<file path="config.mk">
export PLATFORM = sky130hd
export DESIGN_NAME = speed_cmd_arbiter
export DESIGN_NICKNAME = d
export VERILOG_FILES = /design/src/rtl/speed_cmd_arbiter.sv
export SDC_FILE = /design/constraint.sdc
export NUM_CORES = 1
export LEC_CHECK = 0
export CAP_MARGIN = 10
export CORE_MARGIN = 5
export CORE_UTILIZATION = 60
export CTS_BUF_LIST = sky130_fd_sc_hd__clkbuf_8
export DETAILED_ROUTE_END_ITERATION = 6
export GPL_TIMING_DRIVEN = 0
export PLACE_DENSITY = 0.8
export SLEW_MARGIN = 30
export SYNTH_ARGS = -nofsm -noshare
export SYNTH_HDL_FRONTEND = slang
export SYNTH_SLANG_ARGS = --single-unit
</file>
<file path="constraint.sdc">
create_clock -name clk -period 3.2 [get_ports clk]
set_clock_uncertainty 0.1 [all_clocks]
set_input_delay 0.48 -clock clk [delete_from_list [all_inputs] [get_ports clk]]
set_output_delay 0.48 -clock clk [all_outputs]
set_load 0.05 [all_outputs]
</file>
<file path="src/rtl/speed_cmd_arbiter.sv">
// Merges push-button and PS/2 command speed requests into a saturating target code,
// ramps the output code toward it one step per tick and selects speed/message display.
module speed_cmd_arbiter #(
    parameter int unsigned CLK_FREQ   = 100_000_000,
    parameter int unsigned STEP_HZ    = 4,
    parameter int unsigned REPEAT_MS  = 500,
    parameter int unsigned MSG_MS     = 2000,
    parameter int unsigned SPEED_MIN  = 0,
    parameter int unsigned SPEED_MAX  = 8,
    parameter int unsigned SPEED_INIT = 3
) (
    input  logic        clk,
    input  logic        rstN,
    input  logic        btnUp,
    input  logic        btnDown,
    input  logic        cmdValid,
    input  logic [15:0] cmdCode,
    output logic [3:0]  speedCode,
    output logic [3:0]  targetCode,
    output logic        ramping,
    output logic        dispSel,
    output logic [1:0]  msgCode,
    output logic        cmdAccept
);

    localparam int unsigned STEP_DIV   = CLK_FREQ / STEP_HZ;
    localparam int unsigned REPEAT_DIV = (CLK_FREQ / 1000) * REPEAT_MS;
    localparam int unsigned MSG_DIV    = (CLK_FREQ / 1000) * MSG_MS;

    localparam logic [3:0] SpdMin  = 4'(SPEED_MIN);
    localparam logic [3:0] SpdMax  = 4'(SPEED_MAX);
    localparam logic [3:0] SpdInit = 4'(SPEED_INIT);

    localparam logic [15:0] CodeFast = 16'h002B;
    localparam logic [15:0] CodeChup = 16'h0021;
    localparam logic [15:0] CodeSlid = 16'h001B;

    typedef enum logic [1:0] {StIdle, StPress, StRepeat} state_e;

    state_e      st_q;
    logic        active_up_q;
    logic [31:0] tick_q;
    logic [31:0] hold_q;
    logic [31:0] msg_tmr_q;
    logic        up_prev_q;
    logic        down_prev_q;
    logic [3:0]  speed_q;
    logic [3:0]  target_q;
    logic        disp_q;
    logic [1:0]  msg_q;
    logic        accept_q;

    logic        step_tick;
    logic        up_rise;
    logic        down_rise;
    logic        active_held;
    logic        btn_step;
    logic        btn_up_dir;
    logic        cmd_hit;
    logic [1:0]  cmd_msg;
    logic [3:0]  target_cmd;
    logic [3:0]  target_inc;
    logic [3:0]  target_dec;
    logic [3:0]  target_d;
    logic        accept_d;

    assign step_tick   = (tick_q == STEP_DIV - 1);
    assign up_rise     = btnUp & ~up_prev_q;
    assign down_rise   = btnDown & ~down_prev_q;
    assign active_held = active_up_q ? btnUp : btnDown;
    assign target_inc  = (target_q >= SpdMax) ? target_q : target_q + 4'd1;
    assign target_dec  = (target_q <= SpdMin) ? target_q : target_q - 4'd1;

    // Button step request; down wins a simultaneous press.
    always_comb begin
        btn_step   = 1'b0;
        btn_up_dir = 1'b0;
        case (st_q)
            StIdle: begin
                if (down_rise) begin
                    btn_step = 1'b1;
                end else if (up_rise) begin
                    btn_step   = 1'b1;
                    btn_up_dir = 1'b1;
                end
            end
            StRepeat: begin
                if (active_held && step_tick) begin
                    btn_step   = 1'b1;
                    btn_up_dir = active_up_q;
                end
            end
            default: ;
        endcase
    end

    always_comb begin
        cmd_hit    = 1'b0;
        cmd_msg    = 2'd0;
        target_cmd = target_q;
        if (cmdValid) begin
            case (cmdCode)
                CodeFast: begin
                    cmd_hit    = 1'b1;
                    cmd_msg    = 2'd1;
                    target_cmd = SpdMax;
                end
                CodeChup: begin
                    cmd_hit    = 1'b1;
                    cmd_msg    = 2'd2;
                    target_cmd = target_inc;
                end
                CodeSlid: begin
                    cmd_hit    = 1'b1;
                    cmd_msg    = 2'd3;
                    target_cmd = SpdMin;
                end
                default: ;
            endcase
        end
    end

    always_comb begin
        accept_d = cmd_hit & ~btn_step;
        if (btn_step) begin
            target_d = btn_up_dir ? target_inc : target_dec;
        end else if (cmd_hit) begin
            target_d = target_cmd;
        end else begin
            target_d = target_q;
        end
    end

    // Edge detectors reset high so a button held through reset must be re-pressed.
    always_ff @(posedge clk or negedge rstN) begin
        if (!rstN) begin
            st_q        <= StIdle;
            active_up_q <= 1'b0;
            tick_q      <= '0;
            hold_q      <= '0;
            msg_tmr_q   <= '0;
            up_prev_q   <= 1'b1;
            down_prev_q <= 1'b1;
            speed_q     <= SpdInit;
            target_q    <= SpdInit;
            disp_q      <= 1'b0;
            msg_q       <= 2'd0;
            accept_q    <= 1'b0;
        end else begin
            tick_q      <= step_tick ? 32'd0 : tick_q + 32'd1;
            up_prev_q   <= btnUp;
            down_prev_q <= btnDown;
            target_q    <= target_d;
            accept_q    <= accept_d;

            if (step_tick && (speed_q != target_q)) begin
                speed_q <= (speed_q < target_q) ? speed_q + 4'd1 : speed_q - 4'd1;
            end

            if (btn_step) begin
                disp_q <= 1'b0;
                msg_q  <= 2'd0;
            end else if (accept_d) begin
                disp_q    <= 1'b1;
                msg_q     <= cmd_msg;
                msg_tmr_q <= '0;
            end else if (disp_q) begin
                if (msg_tmr_q == MSG_DIV - 1) begin
                    disp_q <= 1'b0;
                    msg_q  <= 2'd0;
                end else begin
                    msg_tmr_q <= msg_tmr_q + 32'd1;
                end
            end

            case (st_q)
                StIdle: begin
                    if (up_rise || down_rise) begin
                        st_q        <= StPress;
                        active_up_q <= up_rise & ~down_rise;
                        hold_q      <= '0;
                    end
                end
                StPress: begin
                    if (!active_held) begin
                        st_q <= StIdle;
                    end else if (hold_q == REPEAT_DIV - 1) begin
                        st_q <= StRepeat;
                    end else begin
                        hold_q <= hold_q + 32'd1;
                    end
                end
                StRepeat: begin
                    if (!active_held) begin
                        st_q <= StIdle;
                    end
                end
                default: st_q <= StIdle;
            endcase
        end
    end

    assign speedCode  = speed_q;
    assign targetCode = target_q;
    assign ramping    = (speed_q != target_q);
    assign dispSel    = disp_q;
    assign msgCode    = msg_q;
    assign cmdAccept  = accept_q;

endmodule

</file>
==> results.toml, run 1 <==
[cts]
cts_max_level = 4
numCtsBuffers = 17
cts.sinks = 113
cts_tree = "yes"
clk_latency_ns = 0.44
cts.repair.resized = 0
clkTransAtPathRegs_ns = 0.07
ctsRootBufferMaster = "clkbuf_8"
postCtsSetupRepairBufs = 0
cts_buffer_depth = 2

[critical_path]
end_kind = "output port"
r2r_cells = 12
worst_ep_required_time_ns = 2.62
worstPathMaxFanout = 5
critPathArrivalTime_ns = 2.37
start_kind = "flip-flop"
crit_type = "flip-flop to output port"

[floorplan]
start_util_pct = 61.84
die_x_um = 110.6
ios = 34
rows = 36
dieArea_um2 = 12230
core_area_um2 = 9819
dieHeight_um = 110.6

[detailed_routing]
drc = 2
drt_wl_total_um = 13210
post_drt_wl_per_cell_um = 15.77
drt-met1-wl_um = 6059
top_layer = "met4"
wl_met2_um = 6466
ant_nets = 0
drt_iter0_markers = 300
firstDrtPassIters = 7
avgViaCountPerCell = 5.887
vias = 4933
met3_length_um = 554

[sta]
hold_violations = 0
period_needed_ns = 2.954
rsz0062_at_grt = "false"
period_share_pct = 92.30
fin_hold_ws_ns = 0.3586
fmax_mhz = 338.6
finalSetupViolCount = 0
slew-limit-headroom_pct = 51.36
slew_viol_final = 0
worstMarginPinSlew_ns = 0.7235

[yosys]
syn-instance-count = 638
synthArstFlopShare_pct = 100.0
yosysWarnings = 0
mappedNetlistNets = 671
yosys.cell_types.count = 59
seq_area_frac_synth_pct = 46.69
syn_area_per_cell_um2 = 9.517
synth_edf_count = 0
synth-seq-cells = 113
synthesis.area_um2 = 6072
synth_flop_cell = "dfrtp_1"

[global_routing]
grt_use_total_pct = 22.77
grt_pass1_vias = 5007
grt_pass1_wl_um = 23320
overflow = 0
grt_max_degree = 60
antenna_found_initial = 0

[layout]
multi_input_area_um2 = 3089
antenna_cells = 0
final_cell_mix = "dfrtp_1 (107), nor2_1 (88), nand2_1 (55)"
fin_util_pct = 72.52
drive_gt1_share_pct = 9.220
seqCellArea_um2 = 2835
layout.cells.most_common = "dfrtp_1"
num-fill-cells = 712
finalNonFillerCells = 838
nNetsFinal = 725
area_growth_pct = 17.27

[min_path]
min_path_cells = 1
worst_hold_path_type = "flip-flop to flip-flop"

[power_and_ir_drop]
leakagePower_nw = 3.035
p_switching_w = 0.001068
powerDensity_nw_per_um2 = 543.8
seq_power_share_pct = 40.4
swShare_pct = 27.57
power.internal_w = 0.002804
pwr-share-comb_pct = 17.4
finalPower_w = 0.003872
p_clk_share_pct = 42.2
ir_drop_v = 0.0004074

[place]
dp.cells = 805
dp_hpwl_um = 8987
gp_congestion = 0.8603
io_buffers = 33

[status]
violations = "design-rule violations"
status = "finished, violations left"

[job]
maxCapViolations = 0
[what timing repair did]
item	4_1_cts	5_1_grt
hold buffers	1	0
setup endpoints to repair	0	0
endpoints found under the hold margin	52	0
[kinds of logic (layout without fill, tap and decap cells)]
| kind of cell | count (synthesis) | count (layout) | share of synthesized area [%] |
|---|---|---|---|
| adder cells (fa/ha/maj) | 12 | 12 | 2.596 |
| multiplexers | 3 | 3 | 0.5357 |
| buffers and inverters | 37 | 104 | 2.782 |
| AO/OA/AOI/OAI | 59 | 59 | 6.058 |
| AND/OR/NAND/NOR | 328 | 328 | 28.93 |
| XOR/XNOR | 86 | 86 | 12.40 |
| flip-flops | 113 | 113 | 46.69 |
[routing by layer]
layer  track usage, %  vias to the layer above
li1                 -                     2348
met1            29.94                     2453
met2            36.93                      116
met3            5.580                       16
met4            7.800                        0
met5                0                        -
[cells in the mapped netlist, drive strengths merged, types with 9 or more instances]
master	instances	area, um^2
nand4	27	183.9
and4	9	78.83
buf	10	67.56
dfrtp	107	2678
nand2	55	206.5
xnor2	53	464.2
nor4	13	93.84
o21ai	18	90.08
and3	19	118.9
nor4b	9	85.08
nor3	21	110.1
a21oi	17	85.08
ha	11	137.6
xor2	33	289.0
clkbuf	10	37.54
nand3	42	222.7
or3	9	56.30
inv	17	63.81
nor2	88	330.3
[path summary, 6_finish.rpt]
path / start / endpoint / slack (ns)
setup / recovery: targetCode[1] / ramping / 0.25
hold / removal: tick_q[0] / tick_q[0] / 0.36
max in group asynchronous: rstN / up_prev_q / 1.89
hold reg to reg: tick_q[0] / tick_q[0] / 0.36
setup reg to reg: targetCode[1] / speedCode[3] / 0.35
min in group asynchronous: rstN / speedCode[2] / 0.45
[registers in the layout, indices dropped and copies added, names as in the netlist]
name	cells
active_up_q	1
speedCode	4
st_q	2
tick_q	32
down_prev_q	1
targetCode	4
up_prev_q	1
msgCode	2
cmdAccept	1
dispSel	1
msg_tmr_q	32
hold_q	32
[stage by stage]
stage / cell area, um^2 / setup slack (ns) / setup TNS [ns]
after floorplan: 6072 / 0.3311 / 0
after global placement: 6569 / -2.653 / -292.07
after detailed placement: 6608 / -0.1160 / -0.9906
after CTS: 7106 / 0.2282 / 0
after global routing: 7121 / 0.1241 / 0
final: 7121 / 0.2464 / 0
[layout make-up]
type	instances	share of cell area (%)
clock inverter	12	2.987
inverter	17	0.8962
multi-input combinational	488	43.38
tap	133	2.337
timing repair buffer	35	5.236
clock buffer	20	3.866
sequential	113	39.82
buffer	20	1.476
[power groups by stage]
stage                     Sequential, W  Combinational (W)  Clock, W
after detailed placement        0.00159           0.000659         0
after global placement          0.00159           0.000635         0
final                           0.00156           0.000672   0.00164
after global routing            0.00157           0.000742   0.00173
after floorplan                 0.00166           0.000369         0
after CTS                       0.00156           0.000667   0.00166
[worst max-delay path: stages (launching register included)]
cell and delay [ns]:
dfstp_2 0.57, inv_1 0.09, ha_1 0.30, nand4_1 0.15
clkdlybuf4s50_1 0.84
(Power assumes the default switching activity.)
==> run 2: changes to the inputs <==
--- a/config.mk
+++ b/config.mk
@@ -5,6 +5,7 @@
 export SDC_FILE = /design/constraint.sdc
 export NUM_CORES = 1
 export LEC_CHECK = 0
+export ABC_CLOCK_PERIOD_IN_PS = 3200
 export CAP_MARGIN = 10
 export CORE_MARGIN = 5
 export CORE_UTILIZATION = 60
@@ -16,3 +17,4 @@
 export SYNTH_ARGS = -nofsm -noshare
 export SYNTH_HDL_FRONTEND = slang
 export SYNTH_SLANG_ARGS = --single-unit
+export TNS_END_PERCENT = 50
==> results of run 2 <==
No change in the layout: final DEF, timing and power equal those of run 1.
